--- config.mk ---
export PLATFORM = sky130hd
export DESIGN_NAME = reg_bank_arbiter
export DESIGN_NICKNAME = d
export VERILOG_FILES = /design/src/rtl/reg_bank_pkg.sv /design/src/rtl/reg_word.sv /design/src/rtl/reg_bank_arbiter.sv
export SDC_FILE = /design/constraint.sdc
export NUM_CORES = 1
export LEC_CHECK = 0
export CAP_MARGIN = 10
export CORE_MARGIN = 3
export CORE_UTILIZATION = 46
export DETAILED_ROUTE_END_ITERATION = 7
export PLACE_DENSITY = 0.92
export SYNTH_ARGS = -nofsm -noshare
export SYNTH_HDL_FRONTEND = slang
export SYNTH_SLANG_ARGS = --single-unit
--- constraint.sdc ---
create_clock -name CLK -period 2.6 [get_ports CLK]
set_input_delay 0.52 -clock CLK [delete_from_list [all_inputs] [get_ports CLK]]
set_output_delay 0.52 -clock CLK [all_outputs]
set_load 0.01 [all_outputs]
--- src/rtl/reg_bank_pkg.sv ---
// Shared types and default sizing for the register-bank write arbiter.
package reg_bank_pkg;

  typedef enum logic [1:0] {
    ST_IDLE  = 2'd0,
    ST_WRITE = 2'd1,
    ST_ACK   = 2'd2
  } state_t;

  localparam int DEF_NREQ  = 4;
  localparam int DEF_NREG  = 4;
  localparam int DEF_WIDTH = 4;

endpackage

--- src/rtl/reg_word.sv ---
// One WIDTH-bit storage word of the bank; loads D when EN is high, otherwise holds.
module reg_word #(
  parameter int WIDTH = 4
) (
  input  logic             CLK,
  input  logic             RST_N,
  input  logic             EN,
  input  logic [WIDTH-1:0] D,
  output logic [WIDTH-1:0] Q
);

  // Storage word with synchronous clear
  always_ff @(posedge CLK) begin
    if (!RST_N) begin
      Q <= '0;
    end else if (EN) begin
      Q <= D;
    end else begin
      Q <= Q;
    end
  end

endmodule

--- src/rtl/reg_bank_arbiter.sv ---
// Round-robin write arbiter and sequencer for a shared bank of registers.
// One grant at a time: IDLE -> WRITE -> ACK, so one write per three cycles.
module reg_bank_arbiter
  import reg_bank_pkg::*;
#(
  parameter int NREQ  = DEF_NREQ,
  parameter int NREG  = DEF_NREG,
  parameter int WIDTH = DEF_WIDTH,
  parameter int AW    = $clog2(NREG)
) (
  input  logic                       CLK,
  input  logic                       RST_N,
  input  logic [NREQ-1:0]            REQ,
  input  logic [NREQ*AW-1:0]         WADDR,
  input  logic [NREQ*WIDTH-1:0]      WDATA,
  output logic [NREQ-1:0]            ACK,
  output logic [$clog2(NREQ)-1:0]    GNT_ID,
  output logic                       BUSY,
  input  logic [AW-1:0]              RADDR,
  output logic [WIDTH-1:0]           RDATA,
  output logic [NREG*WIDTH-1:0]      Q_ALL
);

  localparam int IW = $clog2(NREQ);

  state_t            state_r;
  logic [IW-1:0]     ptr_r;
  logic [IW-1:0]     gnt_id_r;
  logic [AW-1:0]     held_addr_r;
  logic [WIDTH-1:0]  held_data_r;
  logic [NREQ-1:0]   ack_r;
  logic              busy_r;

  logic [IW-1:0]     winner_s;
  logic [IW-1:0]     next_ptr_s;
  logic [NREG-1:0]   wen_s;

  // First requester with REQ high, scanning upward from ptr with wrap-around
  function automatic logic [IW-1:0] rr_pick(input logic [NREQ-1:0] req,
                                            input logic [IW-1:0]   ptr);
    logic [IW-1:0] win;
    logic          found;
    int            idx;
    win   = ptr;
    found = 1'b0;
    for (int k = 0; k < NREQ; k++) begin
      idx = (int'(ptr) + k) % NREQ;
      if (!found && req[idx]) begin
        win   = IW'(idx);
        found = 1'b1;
      end
    end
    return win;
  endfunction

  // Winner selection and the pointer that follows it
  always_comb begin
    winner_s = rr_pick(REQ, ptr_r);
    if (int'(winner_s) == NREQ - 1) begin
      next_ptr_s = '0;
    end else begin
      next_ptr_s = winner_s + IW'(1);
    end
  end

  // Only the held address is enabled, and only during WRITE
  always_comb begin
    wen_s = '0;
    if (state_r == ST_WRITE) begin
      wen_s[held_addr_r] = 1'b1;
    end else begin
      wen_s = '0;
    end
  end

  // Sequencer: grant in IDLE, write in WRITE, acknowledge in ACK
  always_ff @(posedge CLK) begin
    if (!RST_N) begin
      state_r     <= ST_IDLE;
      ptr_r       <= '0;
      gnt_id_r    <= '0;
      held_addr_r <= '0;
      held_data_r <= '0;
      ack_r       <= '0;
      busy_r      <= 1'b0;
    end else begin
      case (state_r)
        ST_IDLE: begin
          ack_r <= '0;
          if (|REQ) begin
            gnt_id_r    <= winner_s;
            ptr_r       <= next_ptr_s;
            held_addr_r <= WADDR[int'(winner_s)*AW +: AW];
            held_data_r <= WDATA[int'(winner_s)*WIDTH +: WIDTH];
            busy_r      <= 1'b1;
            state_r     <= ST_WRITE;
          end else begin
            busy_r  <= 1'b0;
            state_r <= ST_IDLE;
          end
        end
        ST_WRITE: begin
          ack_r   <= NREQ'(1) << gnt_id_r;
          busy_r  <= 1'b1;
          state_r <= ST_ACK;
        end
        ST_ACK: begin
          ack_r   <= '0;
          busy_r  <= 1'b0;
          state_r <= ST_IDLE;
        end
        default: begin
          ack_r   <= '0;
          busy_r  <= 1'b0;
          state_r <= ST_IDLE;
        end
      endcase
    end
  end

  for (genvar k = 0; k < NREG; k++) begin : g_bank
    reg_word #(
      .WIDTH (WIDTH)
    ) u_word (
      .CLK   (CLK),
      .RST_N (RST_N),
      .EN    (wen_s[k]),
      .D     (held_data_r),
      .Q     (Q_ALL[k*WIDTH +: WIDTH])
    );
  end

  // Read port is a plain mux on the bank outputs
  always_comb begin
    RDATA = Q_ALL[int'(RADDR)*WIDTH +: WIDTH];
  end

  assign ACK    = ack_r;
  assign GNT_ID = gnt_id_r;
  assign BUSY   = busy_r;

endmodule
==> results.md, run 1 <==
- Final setup viols: 0
- Critical path type: in -> out
- Max IR drop VDD: 442 uV
- Post-synth cell types: 31
- Async set or reset register ratio after synthesis: 0%
- Status: completed
- Clock Latency Late Sink: roughly 0.33 ns
- #FFs+latches synth: 33
- Post-synthesis simple-gate area fraction: between 15 and 20%
- Post-Synth Adder-Cell Area: 0%
- P_leak: around 0.83 nW
- Gr ovfl total: 0
- Vias in the first global route: 1369
- ANT nets after route: 0
- Clk buf depth: 2
- Yosys warns: 0
- Critical Path Sink Type: output port
- PD cells: 542 nW/um2
- RSZ-0062 raised after global routing: false
- Largest family of logic cells by synthesized area: multiplexers
- Hold WC Path Type: reg -> reg
- First-pass GRT wire length: 6220 um
- Fraction of layout cells with a size suffix above 1: approximately a tenth
- Clock Sink Count: 33
- Cts-stage hold buffer count: 0
- Die W: 62.9 um
- Pins Over Slew Limit: 0
- Final setup margin: ~0.16 ns
- Post-Route Utilization: a little over two thirds
- Final min period: 2.44 ns
- Multiplexer share of the synthesized area: 24.9%
- Dpl hpwl: 2850 um
- Compound-gate portion of the synthesized area: 10.2%
- Worst slew margin: between 50 and 60%
- Rows: 20
- Most used DFF post-synth: dfxtp_1
- Io pins: 59
- Routed WL per cell: 14.9 um
- Die ar.: 3960 um2
- Worst setup SP type: input port
- Residual DRC: 0
- Final WL: 3730 um
- Die height: approximately 63 um
- Yosys top cell by area: dfxtp_1
- Nets: roughly 240
- Worst-Margin Slew: 0.598 ns
- Cts bufs inserted: 5
- Clk pin slew, worst setup/hold paths: 0.11 ns
- CTS tree: built
- Diode count: 0
- Vias per cell: 5.37
- F_max: 409 MHz
- Post-route cell area: 2160 um2
- Mapped cell area: 1490 um2
- H-tree levels: 2
- Area share of the largest cell type after synthesis: 44.3%
- Placement Setup Slack: -0.119 ns
- Final Hold Fails: 0
- Flop2flop setup slack: slightly below 1 ns
- Avg Inst Size Synth: 10.3 um2
- Max_cap viols: 0
- Clk_skew: 0.00571 ns
- Root buffer cell: clkbuf_4
- Critical path peak fanout: 4
- CP arrival: 1.92 ns
- Largest net degree at the start of global routing: 21
- DP Area: 2110 um2
- Iter 0 DRT Violations: 30
- Layout filler cell count: 216
- DRT Pass-1 Iters: 4
- Required @ worst endpoint: approximately 2.1 ns
- Core ar.: 3080 um2
- Post-Synth XOR/XNOR Area: less than 1%
- Port bufs: 58
- Syn nets: 176
- Via count: 1347
- Postcts setup bufs: 0
- EDFF count, synth: 0
- Synth area leaders: dfxtp_1, mux2i_1, mux4_2
- Post-Syn Instances: 144
- Gr usage total: between 10% and 20%
- Antenna violations before repair: 0
- Layout area overhead: 45.1%
- Final worst path period share: 94.0%
- Placer Congestion: about 0.8
- Initial core utilization: between 40% and 50%
- Sequential share of the synthesized area: 44.3%
-- kinds of logic after synthesis --
logic type,after synthesis
and+or+nand+nor,50
DFF,33
muxes,32
AOI/OAI and AO/OA,19
buffers and inverters,9
xor gates and xnor gates,1
-- path summary, 6_finish.rpt --
kind	end	start	cells past startpoint
setup / recovery	RDATA[2]	RADDR[0]	3
hold / removal	ACK[1]	GNT_ID[1]	1
setup reg to reg	held_data_r[3]	ptr_r[1]	6
hold reg to reg	ACK[1]	GNT_ID[1]	1
-- synth_stat cells (2+ instances only) --
library cell / instances
dfxtp_1: 33
mux2i_1: 28
nor2_1: 19
nand2_1: 7
nand3_1: 7
o221ai_1: 6
a21oi_1: 4
clkbuf_1: 4
mux4_2: 4
nand2b_1: 4
nor3_1: 3
a211oi_2: 2
inv_1: 2
nor2b_1: 2
nor3b_1: 2
o21ai_0: 2
-- metal layers --
| metal | vias up | wire length (um) | track usage (%) |
|---|---|---|---|
| met5 | - | 0 | 0 |
| met4 | 0 | 63 | 7.44 |
| met3 | 11 | 259 | 5.40 |
| met2 | 62 | 1880 | 34.4 |
| met1 | 626 | 1530 | 22.8 |
| li1 | 648 | - | - |
-- power by group --
group	total, mW	internal [mW]	switching [mW]
Combinational	0.292	0.162	0.130
Sequential	0.602	0.547	0.0543
Clock	0.277	0.102	0.175
Total	1.17	0.812	0.359
-- sequential cells by signal, summed over array words and instances (netlist names) --
name             cells
g_bank.u_word.Q     16
ACK                  4
held_data_r          4
GNT_ID               2
held_addr_r          2
ptr_r                2
state_r              2
BUSY                 1
-- timing repair --
action                                  CTS  global route
hold endpoints to repair                  0             0
gates resized for setup                   1             0
endpoints found under the setup margin    4             0
-- layout by cell type (no fill, tap or decap), types with 2 or more instances in the layout --
cell / count
clkdlybuf4s50_1: 57
dfxtp_1: 33
mux2i_1: 28
nor2_1: 19
nand3_1: 7
nand2_1: 7
o221ai_1: 6
clkbuf_4: 5
mux4_2: 4
nand2b_1: 4
a21oi_1: 4
nor3_1: 3
buf_4: 3
inv_1: 2
nor2b_1: 2
a211oi_2: 2
o21ai_0: 2
nor3b_1: 2
clkinv_2: 2
-- critical path, stage by stage --
cell and delay [ns]:
clkdlybuf4s50_1 0.57, mux4_2 0.33, clkdlybuf4s50_1 0.50
-- through the flow --
step | power, mW | setup TNS [ns] | hold slack [ns] | std cells
final | 1.17 | 0 | 0.517 | 251
after global routing | 1.23 | 0 | 0.557 | 251
after CTS | 1.17 | 0 | 0.517 | 251
after detailed placement | 0.901 | -0.373 | 0.502 | 243
after global placement | 0.887 | -0.324 | 0.497 | 243
after floorplan | 0.783 | 0 | 0.519 | 144
-- layout make-up --
class,instances,area (um2),area share (%)
Tap cell,44,55.1,2.55
Timing Repair Buffer,61,602,27.8
Clock inverter,3,17.5,0.810
Sequential cell,33,661,30.6
Multi-Input combinational cell,102,778,36.0
Inverter,3,11.3,0.521
Clock buffer,5,37.5,1.74
Note: power is estimated with default switching activity, not from simulation.
==> inputs of run 2 (changes only) <==
--- a/config.mk
+++ b/config.mk
@@ -6,10 +6,11 @@
 export NUM_CORES = 1
 export LEC_CHECK = 0
 export CAP_MARGIN = 10
-export CORE_MARGIN = 3
+export CORE_MARGIN = 2
 export CORE_UTILIZATION = 46
 export DETAILED_ROUTE_END_ITERATION = 7
 export PLACE_DENSITY = 0.92
 export SYNTH_ARGS = -nofsm -noshare
 export SYNTH_HDL_FRONTEND = slang
 export SYNTH_SLANG_ARGS = --single-unit
+export TNS_END_PERCENT = 10
==> results.md, run 2 (same netlist as run 1, synthesis figures left out) <==
- Status: completed (unchanged)
- Cts bufs inserted: 5 (unchanged)
- Hold Startpoint: GNT_ID[1] (unchanged)
- FF-to-FF End: g_bank[2].u_word.Q[3] (was held_data_r[3])
- Residual DRC: 0 (unchanged)
- Crit-path leading delay family: buffers and inverters (unchanged)
- Die ar.: 3710 um2 (was 3960 um2)
- Final Hold Fails: 0 (unchanged)
- Clock Sink Count: 33 (unchanged)
- Worst hold endpoint: ACK[1] (unchanged)
- CP max stage delay: 0.57 ns (about the same)
- Flop2flop setup slack: 0.99 ns (was 0.97 ns)
- Worst-Margin Slew: 0.645 ns (was 0.598 ns)
- Via count: 1362 (was 1347)
- Placer Congestion: 0.801 (was 0.794)
- Worst-case reg-to-reg path depth: 5 (was 6)
- RSZ-0062 raised after global routing: false (unchanged)
- Most frequent cells in the layout: clkdlybuf4s50_1, dfxtp_1, mux2i_1, nor2_1 (unchanged)
- Final setup viols: 0 (unchanged)
- Postcts setup bufs: 0 (unchanged)
- Highest Signal Layer: met4 (unchanged)
- Register area: 661 um2 (unchanged)
- Antenna violations before repair: 0 (unchanged)
- Routed wl met3: 224 um (was 259 um)
- Io pins: 59 (unchanged)
- Vias per cell: 5.43 (was 5.37)
- Initial core utilization: 48.4% (unchanged)
- Largest net degree at the start of global routing: 21 (unchanged)
- Routed length on met1: 1580 um (was 1530 um)
- Final Total Pwr: 1.30 mW (was 1.17 mW)
- CP bufs+invs: 2 (unchanged)
- Nets: 238 (unchanged)
- Iter 0 DRT Violations: 47 (was 30)
- Final min period: 2.45 ns (was 2.44 ns)
- Dpl hpwl: 2880 um (was 2850 um)
- CP arrival: 1.93 ns (was 1.92 ns)
- Final worst path period share: 94.1% (was 94.0%)
- Most used cell, CP: clkdlybuf4s50_1 (unchanged)
- Diode count: 0 (unchanged)
- DRT Pass-1 Iters: 4 (unchanged)
- Routed WL per cell: 15.7 um (was 14.9 um)
- Clock Latency Late Sink: 0.34 ns (was 0.33 ns)
- Largest register FFs: 16 (unchanged)
- Critical path type: in -> out (unchanged)
- Hold path depth: 1 (unchanged)
- Footprint of the multi-input gates: 778 um2 (unchanged)
- Worst-path cell chain: clkdlybuf4s50_1 -> mux4_2 -> clkdlybuf4s50_1 (unchanged)
- Crit Reg-Reg Startpoint: state_r[0] (was ptr_r[1])
- Gr usage total: 23.2% (was 19.7%)
- First-pass GRT wire length: 6090 um (was 6220 um)
- Clk_skew: 0.00692 ns (was 0.00571 ns)
- Die height: 60.9 um (was 62.9 um)
- Critical Path Sink Type: output port (unchanged)
- Register bank with the most flops: g_bank.u_word.Q (unchanged)
- Layout filler cell count: 227 (was 216)
- Max IR drop VDD: 563 uV (was 442 uV)
- Clk buf depth: 2 (unchanged)
- Worst slew margin: 56.7% (was 59.8%)
- Final WL: 3940 um (was 3730 um)
- Vias in the first global route: 1327 (was 1369)
- PD cells: 593 nW/um2 (was 542 nW/um2)
- Gr ovfl total: 0 (unchanged)
- ANT nets after route: 0 (unchanged)
- Layout area overhead: 47.1% (was 45.1%)
- Max_cap viols: 0 (unchanged)
- Slowest CP cell: clkdlybuf4s50_1 (unchanged)
- Most common cell after layout, fill and taps aside: clkdlybuf4s50_1 (unchanged)
- P_leak: 0.845 nW (was 0.830 nW)
- Required @ worst endpoint: 2.08 ns (about the same)
- Pins Over Slew Limit: 0 (unchanged)
- Critical path peak fanout: 4 (unchanged)
- Hold WC Path Type: reg -> reg (unchanged)
- Die W: 60.9 um (was 62.9 um)
- Core ar.: 3080 um2 (unchanged)
- Root buffer cell: clkbuf_4 (unchanged)
- Cts-stage hold buffer count: 0 (unchanged)
- DP Area: 2110 um2 (unchanged)
- Rows: 20 (unchanged)
- Fraction of layout cells with a size suffix above 1: 9.66% (was 10.1%)
- Worst setup SP type: input port (unchanged)
- CTS tree: built (unchanged)
- Port bufs: 58 (unchanged)
- F_max: 409 MHz (about the same)
- Routed wl met2: 2040 um (was 1880 um)
- Post-route cell area: 2190 um2 (was 2160 um2)
- H-tree levels: 2 (unchanged)
- Clk pin slew, worst setup/hold paths: 0.10 ns (was 0.11 ns)
-- run 2: per-stage QoR --
step           hold WS, ns  utilization, %  setup TNS, ns  instances  setup WS [ns]
2_1_floorplan        0.519               -              0        144           1.00
3_3_place_gp         0.496            68.5         -0.326        243        -0.0890
3_5_place_dp         0.511            68.5         -0.473        243         -0.134
4_1_cts              0.527            71.2              0        251          0.140
5_1_grt              0.559            71.2              0        251          0.111
6_report             0.540            71.2              0        251          0.154
-- run 2: worst max path at each step --
stage                         from        endpoint  slack (ns)  depth (start not counted)
after floorplan             REQ[2]  held_addr_r[0]        1.00                          5
after global placement    RADDR[1]        RDATA[3]       -0.09                          3
after detailed placement  RADDR[1]        RDATA[0]       -0.13                          3
after CTS                 RADDR[1]        RDATA[0]        0.14                          3
after global routing      RADDR[1]        RDATA[0]        0.11                          3
final                     RADDR[0]        RDATA[0]        0.15                          3
-- run 2: timing repair --
action | in CTS | in global routing
endpoints found under the hold margin | 0 | 0
endpoints found under the setup margin | 4 | 0
gates resized for setup | 1 | 0
-- run 2: report_power, final --
group | switching (mW) | leakage, nW | internal (mW)
Clock | 0.177 | 0.0455 | 0.230
Sequential | 0.0501 | 0.269 | 0.547
Combinational | 0.132 | 0.530 | 0.162
-- run 2: area by class of cell --
type / count / area share (%)
Clock buffer: 7 / 2.51
Clock inverter: 1 / 1.37
Inverter: 3 / 0.514
Multi-Input combinational cell: 102 / 35.5
Sequential cell: 33 / 30.1
Tap cell: 44 / 2.51
Timing Repair Buffer: 61 / 27.5
-- run 2: worst reg2reg max path: stages, from the launching register on --
cell,delay [ns]
dfxtp_1,0.36
nor2b_1,0.28
nand2_1,0.13
nor2_1,0.38
mux2i_1,0.29
nor2_1,0.07
-- run 2: routing by layer --
layer	global-route usage, %	vias up
li1	-	645
met1	26.0	653
met2	40.4	51
met3	6.82	13
met4	10.9	0
met5	0	-
==> variant 1: new RTL, config.mk and constraints of run 1 <==
Reset style: asynchronous (`RST_N`), changed in 2 clocked blocks.
--- a/src/rtl/reg_word.sv
+++ b/src/rtl/reg_word.sv
@@ -10,7 +10,7 @@
 );
 
   // Storage word with synchronous clear
-  always_ff @(posedge CLK) begin
+  always_ff @(posedge CLK or negedge RST_N) begin
     if (!RST_N) begin
       Q <= '0;
     end else if (EN) begin
--- a/src/rtl/reg_bank_arbiter.sv
+++ b/src/rtl/reg_bank_arbiter.sv
@@ -74,7 +74,7 @@
   end
 
   // Sequencer: grant in IDLE, write in WRITE, acknowledge in ACK
-  always_ff @(posedge CLK) begin
+  always_ff @(posedge CLK or negedge RST_N) begin
     if (!RST_N) begin
       state_r     <= ST_IDLE;
       ptr_r       <= '0;
Behaviour: differs if RST_N is asserted again (counterexample within 4 cycles, from zero or initial values and one cycle with RST_N low); with RST_N held inactive, the same outputs for 4 cycles.
==> variant 1 against run 1 <==
Routed wire length up 7.0%. Cell count down 2.4%. Register-to-register slack worse by 0.59 ns. Via count up 2.4%. Area after synthesis up 6.8%. Synthesized cell count down 11%. Count of clock-buffer cells in the layout up 2. Final area up 8.3%. Worst setup slack better by 0.014 ns. Sequential cell count unchanged. Critical path depth up 3.
Power is not compared: it rests on default switching activity, and its combinational part moved more than twofold at a synthesized area within 25%.
==> variant 1: results (changes against run 1) <==
Largest register FFs 16 (unchanged); Post-synth ARST share 100% (+100 points); Hold Path Class flop to flop; mux contribution to synthesized area 21.2% (-3.6 points); Worst Setup SP REQ[0]; Synth Area in Compound Gates 12.1% (+1.9 points); fraction of layout cells with a size suffix above 1 20.4% (+10 points); reg2reg end held_addr_r[0]; vias after detailed routing 1,379 (+2.4%); top cells by count, synth dfrtp_1, mux2_2, nand2_1; Num CTS Buffers 5 (unchanged); crit end category flop; Crit-path slowest cell or4_1; R2R Setup Slk 0.38 ns (-0.59 ns); status complete, no violations; Final Wtd Congestion 0.843 (+6.1%); Synth Area in Adders 0% (unchanged); largest net degree at the start of global routing 34 (+62%); Max Clk Rate 0.411 GHz (+0.56%); Top delay family on crit path simple AND/OR/NAND/NOR gates; clock tree buffer depth 2 (unchanged); top_reg_cell synth dfrtp_1; Clock Skew 0.0135 ns (+0.00782 ns); worst r2r path cells 5 (-1); CP max stage delay 0.64 ns (+0.07 ns); drt total wl 4000 um (+7.0%); htree depth 2 (unchanged); maximum VDD drop 0.389 mV; total track usage 20.3% (+0.53 points); Final nets 233 (-2.1%); Place WS -0.147 ns (-0.0287 ns); hpwl dp 3200 um (+12%); Seq/Total Area, Yosys 51.9% (+7.6 points); Filler Cell Count 230 (+6.5%); clock-pin slew on the worst setup and hold paths 0.09 ns (-0.02 ns); DR iter-0 viols 123 (+310%); CTS root buffer clkbuf_4; Final Instance Count excl. Fillers 245 (-2.4%); First-pass DRT Iterations 4 (unchanged); clk_lat worst skew 0.32 ns; Unique masters post-synth 31 (unchanged); max_slew headroom 49.6% (-10 points); synthesized instance count 128 (-11%); Syn Nets 160 (-9.1%); crit path max fanout 8 (+4); Placed Cells 238 (-2.1%); synth top area cells dfrtp_1, mux2_2, mux4_2, mux2_1, a221o_1; FF-to-FF Start ptr_r[1]; XOR/XNOR share of the synthesized area 0.550% (-0.037 points); first-pass GRT wire length 6500 um (+4.4%)
[variant 1: cell count changes in the layout (fill, tap and decap cells not counted), moves of 3 or more]
cell	delta
dfxtp_1	-33
a21oi_1	+3
buf_4	+7
mux2_1	+6
o221ai_1	-6
mux2i_1	-28
nand2b_1	-3
dfrtp_1	+33
mux2_2	+16
a221o_1	+6
nor2_1	-15
o21ai_0	+4
[variant 1: stage by stage]
stage / area, sq um / setup TNS [ns]
global placement: 2290 / -0.722
global route: 2340 / 0
CTS: 2340 / 0
floorplan: 1590 / 0
detailed placement: 2290 / -1.14
finish: 2340 / 0
[variant 1: layer usage]
| metal | track usage [%] | routed length, um |
|---|---|---|
| met1 | 23.5 | 1570 |
| met2 | 36.4 | 2060 |
| met3 | 5.20 | 296 |
| met4 | 6.07 | 67 |
| met5 | 0 | 0 |
[variant 1: worst register-to-register path, stage by stage (launching register included)]
cell and delay, ns:
dfrtp_1 0.52, nor3_1 0.14, or4_1 0.62, nand2_8 0.15, mux2_1 0.35, a221o_1 0.33
[variant 1: kinds of logic after synthesis]
kind of cell	Yosys count
compound gates	27
xor+xnor	1
buf+inv	5
flops	33
mux	26
simple gates	36
[variant 1: how the worst min path moves through the flow]
stage / start / end / slack [ns] / cells past startpoint
global placement: GNT_ID[1] / ACK[1] / 0.50 / 1
detailed placement: GNT_ID[1] / ACK[1] / 0.51 / 1
finish: GNT_ID[1] / ACK[1] / 0.53 / 1
CTS: GNT_ID[1] / ACK[1] / 0.52 / 1
floorplan: RST_N / ACK[0] / 0.22 / 0
global route: GNT_ID[1] / ACK[1] / 0.56 / 1
[variant 1: power breakdown]
part | switching, mW | internal, mW | leakage (nW) | total (mW)
clock network | 0.153 | 0.128 | 0.0314 | 0.281
logic | 0.533 | 0.729 | 0.553 | 1.26
registers | 0.218 | 0.744 | 0.415 | 0.962
[variant 1: area by class of cell]
type / instances / area share, %
sequential: 33 / 35.3
multi-input combinational: 90 / 31.6
inverter: 3 / 0.481
clock buffer: 7 / 2.35
timing repair buffer: 68 / 28.0
tap: 44 / 2.35
==> variant 2: new RTL, flow settings as in run 1 <==
Made on the original files. The package constant `DEF_WIDTH` goes from 4 to 6.
--- a/src/rtl/reg_bank_pkg.sv
+++ b/src/rtl/reg_bank_pkg.sv
@@ -9,7 +9,7 @@
 
   localparam int DEF_NREQ  = 4;
   localparam int DEF_NREG  = 4;
-  localparam int DEF_WIDTH = 4;
+  localparam int DEF_WIDTH = 6;
 
 endpackage
 
Interface: changed (resized Q_ALL, RDATA and WDATA); port bits go from 59 to 77. The function was not compared with the original's and may differ.
==> variant 2 against run 1 <==
Fmax is 1.5% lower. Synthesized cell count rose by 29%. Power is 32% higher. Critical path depth is 1 higher. Sequential cell count grew 10. Routed wire length up 27%. Die area rose by 29%. Worst setup slack got worse by 0.038 ns. Final area grew 32%. Largest cell class unchanged. Area after synthesis rose by 33%.
==> variant 2: results (changes against run 1) <==
status complete, no violations; Num CTS Buffers 5 (unchanged); htree depth 2 (unchanged); Hold Path Class flop to flop; Post-synth ARST share 0% (unchanged); GRT met2 Usage 32.0% (-2.3 points); Filler Cell Count 338 (+56%); Seq/Total Area, Yosys 43.5% (-0.79 points); Worst Setup SP RADDR[0]; clock-pin slew on the worst setup and hold paths 0.07 ns (-0.04 ns); top cells by count, synth dfxtp_1, mux2i_1, nor2_1; Place WS -0.0987 ns (+0.0201 ns); drt total wl 4730 um (+27%); Endpoint, Worst Hold ACK[2]; reg2reg end g_bank[0].u_word.Q[4]; IO Port Bufs 76 (+31%); First-pass DRT Iterations 4 (unchanged); post_cts resized 6 (+5); synth top area cells dfxtp_1, mux2i_1, mux4_2, nor2_1, o221ai_1; Largest register FFs 24 (+8); Clock Skew 0.00367 ns (-0.00204 ns); first-pass GRT wire length 7800 um (+25%); yosys warns 0 (unchanged); static leakage 1.16 nW (+40%); Worst Path Arrival 1.96 ns (+0.04 ns); fraction of layout cells with a size suffix above 1 9.89% (-0.26 points); clk_lat worst skew 0.29 ns (-0.04 ns); clock tree buffer depth 2 (unchanged); initial antenna violation count 0 (unchanged); min-delay src GNT_ID[0]; vias after detailed routing 1,700 (+26%); Tightest Pin Transition 0.686 ns (+0.0882 ns); CTS root buffer clkbuf_8; antenna diode count 0 (unchanged); Final Wtd Congestion 0.763 (-3.9%); Hold Path Depth 1 (unchanged); largest net degree at the start of global routing 29 (+38%); hpwl dp 3570 um (+25%); maximum VDD drop 0.287 mV (-35%); FF-to-FF Start state_r[1]; Final nets 302 (+27%); Syn Nets 226 (+28%); met3 Use GR 4.21% (-1.2 points); Unique masters post-synth 36 (+16%); R2R Setup Slk 0.99 ns (+0.02 ns); crit path max fanout 6 (+2); global routing usage on met1 23.3% (+0.54 points); total track usage 19.3% (-0.45 points); worst r2r path cells 4 (-2); largest reg by FF count g_bank.u_word.Q; Setup Fix Bufs, Post-CTS 0 (unchanged); DR iter-0 viols 65 (+120%)
==> variant 2: metrics by stage <==
stage                     hold slack [ns]  area [sq um]  std cells  TNS [ns]
final                               0.525          2850        313         0
after global placement              0.498          2780        305    -0.324
after CTS                           0.527          2850        313         0
after detailed placement            0.513          2780        305    -0.458
after floorplan                     0.519          1980        186         0
after global routing                0.553          2850        313         0
==> variant 2: worst max path at each step <==
| stage | to | slack, ns | cells after the start |
|---|---|---|---|
| finish | RDATA[1] | 0.12 | 4 |
| global route | RDATA[3] | 0.08 | 4 |
| CTS | RDATA[1] | 0.10 | 4 |
| detailed placement | RDATA[1] | -0.1 | 4 |
| global placement | RDATA[1] | -0.06 | 4 |
| floorplan | RDATA[0] | 0.65 | 2 |
==> variant 2: layout make-up <==
type                       instances  area, sq um  area share [%]
clock buffer                       7         76.3            2.68
clock inverter                     1         5.00           0.176
inverter                           5         18.8           0.658
multi-input combinational        128         1030            36.0
sequential                        43          861            30.2
tap                               50         62.6            2.19
timing repair buffer              79          801            28.1
==> variant 2: routing by layer <==
metal	vias up	share of wire (%)
met3	13	6.5
met4	0	2.8
met5	-	0
met2	67	49
met1	799	42
li1	821	-
==> variant 2: where the power goes <==
group	internal [mW]	switching [mW]	total [mW]	leakage [nW]
Combinational	0.211	0.163	0.375	0.769
Sequential	0.709	0.0609	0.770	0.350
Clock	0.189	0.213	0.401	0.0422
Total	1.11	0.437	1.55	1.16
==> variant 2: critical path: stages <==
cell             delay [ns]
clkdlybuf4s50_1        0.51
buf_12                 0.14
mux4_2                 0.49
dlygate4sd2_1          0.30
==> variant 2: kinds of logic after synthesis <==
kind of cell | synth area share [%]
and+or+nand+nor | 16.0
muxes | 27.1
buffers and inverters | 4.56
AOI/OAI and AO/OA | 8.35
DFF | 43.5
xor gates and xnor gates | 0.443
